===== config.mk =====
export PLATFORM = sky130hd
export DESIGN_NAME = top_level
export DESIGN_NICKNAME = d
export VERILOG_FILES = /design/src/rtl/top_level_pkg.sv /design/src/rtl/top_level_data_mem.sv /design/src/rtl/top_level_reg_file.sv /design/src/rtl/top_level.sv
export SDC_FILE = /design/constraint.sdc
export NUM_CORES = 2
export LEC_CHECK = 0
export ABC_AREA = 1
export CAP_MARGIN = 30
export CORE_MARGIN = 2
export CORE_UTILIZATION = 40
export DETAILED_ROUTE_END_ITERATION = 7
export SYNTH_ARGS = -nofsm -noshare
export SYNTH_HDL_FRONTEND = slang
export SYNTH_SLANG_ARGS = --single-unit
export TNS_END_PERCENT = 100

===== constraint.sdc =====
create_clock -name CLK -period 17.1 [get_ports CLK]
set_input_delay 2.565 -clock CLK [delete_from_list [all_inputs] [get_ports CLK]]
set_output_delay 2.565 -clock CLK [all_outputs]
set_load 0.005 [all_outputs]

===== src/rtl/top_level_pkg.sv =====
// top_level_pkg: shared states, memory map, register indices and step counts
package top_level_pkg;
   typedef enum logic [1:0] {LOAD, MUL, STORE, HALT} state_t;
   localparam logic [7:0] A_HI = 8'd1, A_LO = 8'd2, B_HI = 8'd3, B_LO = 8'd4, P_BASE = 8'd5;
   localparam logic [3:0] R_AHI = 4'd1, R_ALO = 4'd2, R_P3 = 4'd5, R_P2 = 4'd6, R_P1 = 4'd7, R_P0 = 4'd8, R_CNT = 4'd9;
   localparam logic [7:0] LOAD_STEPS = 8'd4, MUL_STEPS = 8'd16, STORE_STEPS = 8'd4;
endpackage


===== src/rtl/top_level_data_mem.sv =====
// top_level_data_mem: 256x8 data memory, async read, sync write
module top_level_data_mem (
   input  logic       CLK,
   input  logic       we,
   input  logic [7:0] addr,
   input  logic [7:0] wd,
   output logic [7:0] rd
);
   logic [7:0] core [0:255];
   always_ff @(posedge CLK)
      if (we) core[addr] <= wd;
   assign rd = core[addr];
endmodule


===== src/rtl/top_level_reg_file.sv =====
// top_level_reg_file: 16x8 registers, two read ports, byte write plus wide accumulator/counter paths
module top_level_reg_file
   import top_level_pkg::*;
(
   input  logic        CLK,
   input  logic        we,
   input  logic [3:0]  wa,
   input  logic [7:0]  wd,
   input  logic [3:0]  ra1,
   input  logic [3:0]  ra2,
   output logic [7:0]  rd1,
   output logic [7:0]  rd2,
   input  logic        acc_we,
   input  logic [31:0] acc_wd,
   output logic [31:0] acc,
   input  logic        cnt_we,
   input  logic [7:0]  cnt_wd,
   output logic [7:0]  cnt
);
   logic [7:0] registers [0:15];
   always_ff @(posedge CLK) begin
      if (acc_we) begin
         registers[R_P3] <= acc_wd[31:24];
         registers[R_P2] <= acc_wd[23:16];
         registers[R_P1] <= acc_wd[15:8];
         registers[R_P0] <= acc_wd[7:0];
      end
      if (cnt_we) registers[R_CNT] <= cnt_wd;
      if (we) registers[wa] <= wd;
   end
   assign rd1 = registers[ra1];
   assign rd2 = registers[ra2];
   assign acc = {registers[R_P3], registers[R_P2], registers[R_P1], registers[R_P0]};
   assign cnt = registers[R_CNT];
endmodule


===== src/rtl/top_level.sv =====
// top_level: shift-add 16x16 multiplier core sequencing LOAD/MUL/STORE over memory and register file
module top_level
   import top_level_pkg::*;
(
   input  logic CLK,
   input  logic start,
   output logic halt
);
   state_t state, state_nx;
   logic [7:0] PC, step, mem_addr, mem_rd, mem_wd, rd1, rd2, cnt, cnt_wd;
   logic [3:0] rf_wa;
   logic [31:0] acc, acc_wd;
   logic [16:0] sum;
   logic mem_we, rf_we, acc_we;
   top_level_data_mem data_mem (
      .CLK(CLK), .we(mem_we), .addr(mem_addr), .wd(mem_wd), .rd(mem_rd)
   );
   top_level_reg_file reg_file (
      .CLK(CLK), .we(rf_we), .wa(rf_wa), .wd(mem_rd), .ra1(R_AHI), .ra2(R_ALO),
      .rd1(rd1), .rd2(rd2), .acc_we(acc_we), .acc_wd(acc_wd), .acc(acc),
      .cnt_we(acc_we), .cnt_wd(cnt_wd), .cnt(cnt)
   );
   always_ff @(posedge CLK)
      if (start) begin
         state <= LOAD;
         PC <= '0;
      end else begin
         state <= state_nx;
         PC <= (state == HALT) ? PC : PC + 8'd1;
      end
   always_comb begin
      step = PC - (LOAD_STEPS + MUL_STEPS);
      mem_addr = (state == STORE) ? P_BASE + step : A_HI + PC;
      mem_we = !start && state == STORE;
      mem_wd = acc[{~step[1:0], 3'b000} +: 8];
      rf_we = !start && state == LOAD;
      rf_wa = PC[1] ? (PC[0] ? R_P0 : R_P1) : (PC[0] ? R_ALO : R_AHI);
      sum = {1'b0, acc[31:16]} + (acc[0] ? {1'b0, rd1, rd2} : 17'd0);
      acc_we = !start && (state == MUL || (state == LOAD && PC == 8'd0));
      acc_wd = (state == MUL) ? {sum, acc[15:1]} : {16'd0, acc[15:0]};
      cnt_wd = (state == MUL) ? cnt + 8'd1 : 8'd0;
      state_nx = (state == LOAD && PC == LOAD_STEPS - 8'd1) ? MUL :
                 (state == MUL && cnt == MUL_STEPS - 8'd1) ? STORE :
                 (state == STORE && PC == LOAD_STEPS + MUL_STEPS + STORE_STEPS - 8'd1) ? HALT : state;
   end
   assign halt = state == HALT;
endmodule


==> flow_metrics.py <==
metrics = {
    "setup_path": {
        "critPathKind": "flip-flop to flip-flop",
        "crit_slowest_cell": "buf_4",
        "cp_cell_sequence": "buf_4, buf_4, o21ai_0, o22ai_4, buf_4, buf_4, buf_4",
        "worst-path-max-fanout": 80,
        "cpMostUsedCell": "buf_4",
        "critPathRequiredTime_ps": 17660,
        "cp_data_arrival_time_ps": 6780,
        "cp-end-kind": "flip-flop",
        "startpoint_type": "flip-flop",
        "crit_path_max_incr_delay_ps": 880,
    },
    "die": {
        "io_pins": 3,
        "die_area_sq_um": 231500,
        "start_util": 0.4014,
        "fp.dieH_um": 481.1,
        "rows": 175,
        "die_x_um": 481.1,
        "core_area_sq_um": 226800,
    },
    "sta": {
        "fmax_mhz": 160.6,
        "fin_worst_skew_ps": 25.53,
        "fin_setup_tns_ps": 0,
        "slew_headroom": 0.2374,
        "period_needed_ps": 6226,
        "hold_viol_final": 0,
        "rsz0062_at_grt": "false",
        "drv_slew": 0,
        "tightest_slew_ps": 1144,
        "fin_ws_ps": 10870,
        "holdWs_ps": 563.5,
        "fin_crit_sh": 0.3641,
        "setup_viol": 0,
    },
    "status": {
        "status": "complete, but fails checks",
        "violations": "DRC",
    },
    "drt": {
        "routed_wirelength_um": 254500,
        "wl_per_cell_um": 21.57,
        "viasPerCell": 5.232,
        "first_iter_violations": 6908,
        "drc": 16,
        "num_vias": 61730,
        "antenna_left": 0,
        "drtPass1Iterations": 8,
    },
    "synthesis": {
        "synthFlopType": "edfxtp_1",
        "yosysWarnings": 0,
        "ys_seq_area_frac": 0.6961,
        "synth_area_leaders": "edfxtp_1, nand2_1, nand3_1",
        "synth_edf_count": 2104,
        "ys_async_sr_fraction": 0,
        "synth.cell_area_sq_um": 91050,
        "synth_top_area_share": 0.6939,
        "postSynthRegisterBits": 2114,
        "yosys.area.top_type": "edfxtp_1",
        "synth.avg_cell_area_sq_um": 10.35,
        "ys_types": 37,
        "synthCells": 8795,
        "synth_nets": 8825,
    },
    "job": {
        "drv_cap": 0,
    },
    "finish": {
        "fin_area_sq_um": 100700,
        "fin_cells": 11800,
        "synthToLayoutAreaGrowth_pct": 10.55,
        "drive_above_1_share": 0.05259,
        "final_util": 0.4438,
        "final_nets": 8647,
    },
    "power": {
        "powerDensity_nw_per_um2": 119.3,
        "power_leakage_nw": 39.34,
        "fin_total_pwr_mw": 12.01,
        "peakVddDrop_uv": 95.43,
    },
    "global_routing": {
        "grt.total_usage": 0.2170,
        "use_met2": 0.3415,
        "gr-usage-met1": 0.3038,
        "grt_pass1_vias": 58840,
        "grt_pass1_wl_um": 380200,
        "grt_max_degree": 211,
        "grt_antenna_before_repair": 9,
        "grt_use_met3": 0.03633,
        "top_usage_layer": "met2",
        "overflow": 0,
    },
    "clocking": {
        "clk_latency_ps": 860,
        "cts_buffers": 207,
        "clkTransAtPathRegs_ps": 60,
        "cts_tree": "done",
        "htreeDepth": 4,
        "cts_max_path_buffers": 3,
        "post_cts_buffers": 0,
        "clock-sinks": 2114,
        "cts_hold_buf": 0,
        "root_buffer": "clkbuf_16",
        "cts_resized": 0,
    },
    "place": {
        "place_ws_ps": 10800,
        "placed_area_sq_um": 93950,
        "place_congestion": 0.9195,
        "place_inst": 11410,
        "port_buffers": 2,
        "hpwl_um": 142800,
    },
    "worst_hold_path": {
        "hold_class": "flip-flop to flip-flop",
    },
}
-- where the power goes --
group / internal [mW] / switching [mW] / total [mW]
Sequential: 5.94 / 0.0136 / 5.96
Clock: 2.55 / 1.96 / 4.51
Combinational: 0.333 / 1.21 / 1.54
-- state kept, by name, indices dropped and copies added (netlist names) --
register / cells
state: 2
reg_file.registers: 56
data_mem.core: 2048
PC: 8
-- cells by family (layout without fill, tap and decap cells) --
family / Yosys count / after routing / synth area share
AO/OA/AOI/OAI: 222 / 222 / 0.01303
AND/OR/NAND/NOR: 5209 / 5209 / 0.2334
other: 0 / 3 / 0
XOR/XNOR: 7 / 7 / 0.0007558
buffers and inverters: 1215 / 1205 / 0.05284
flip-flops: 2114 / 2114 / 0.6961
adder cells (fa/ha/maj): 28 / 28 / 0.003930
-- worst max-delay path: cells and delay by family (launching register included) --
family / cells / cell delay [ps]
compound gates: 2 / 1010
buf+inv: 5 / 4020
flops: 1 / 760
-- final cells by class --
class | instances | area, sq um
Sequential cell | 2114 | 63380
Clock buffer | 253 | 5459
Tap cell | 3009 | 3765
Timing Repair Buffer | 108 | 1082
Antenna cell | 3 | 7.507
Multi-Input combinational cell | 5466 | 23090
Fill cell | 21130 | 126200
Clock inverter | 124 | 1156
Inverter | 720 | 2719
-- layout by cell type, fill, tap and decap left out, types with 3 or more instances in the layout --
cell,instances
inv_6,5
nand4_1,9
o211ai_1,16
nand2_1,3495
clkinvlp_4,5
edfxtp_1,2104
dfxtp_1,9
o21ai_4,3
o22ai_4,7
nand3_1,1271
a21oi_1,39
o21ai_0,127
clkinv_2,37
ha_1,26
buf_4,86
bufinv_16,19
inv_1,708
nor2_2,5
nand2_2,20
diode_2,3
buf_16,4
o21ai_1,20
clkbuf_16,212
or2_2,18
xor2_1,5
nor2_1,380
buf_12,14
clkinv_1,52
nor3_1,4
clkbuf_1,41
inv_2,8
clkinv_8,4
-- final timing paths --
check	start	end	slack [ps]	cells after the start
worst min register to register	reg_file.registers[8][6]	reg_file.registers[8][5]	560	2
worst min-delay path	reg_file.registers[8][6]	reg_file.registers[8][5]	560	2
worst max register to register	PC[0]	data_mem.core[72][5]	10870	7
worst max-delay path	PC[0]	data_mem.core[72][5]	10870	7
-- synthesized netlist by cell type, types with 2 or more instances --
library cell  instances
buf_2               200
inv_2                11
nand4_1               9
xor2_1                5
nor3_1                4
nor2_2                4
o22ai_1               7
edfxtp_1           2104
nor2_1              381
nand2_1            3513
or2_2                18
o21ai_1              22
dfxtp_1              10
a211oi_1              2
nand3_1            1271
nand2_2               4
o21bai_1              2
buf_1                58
nor4_1                2
inv_1               708
ha_1                 27
o21ai_0             127
a21o_1                2
a21oi_1              40
o211ai_1             16
clkbuf_1            237
-- metal layers --
metal | routed length, um | vias to the layer above | share of wire
li1 | - | 28820 | -
met3 | 20330 | 476 | 0.080
met5 | 53 | - | 0.00021
met2 | 117400 | 2495 | 0.46
met4 | 8781 | 8 | 0.035
met1 | 107900 | 29930 | 0.42
Note: power is estimated with default switching activity, not from simulation.
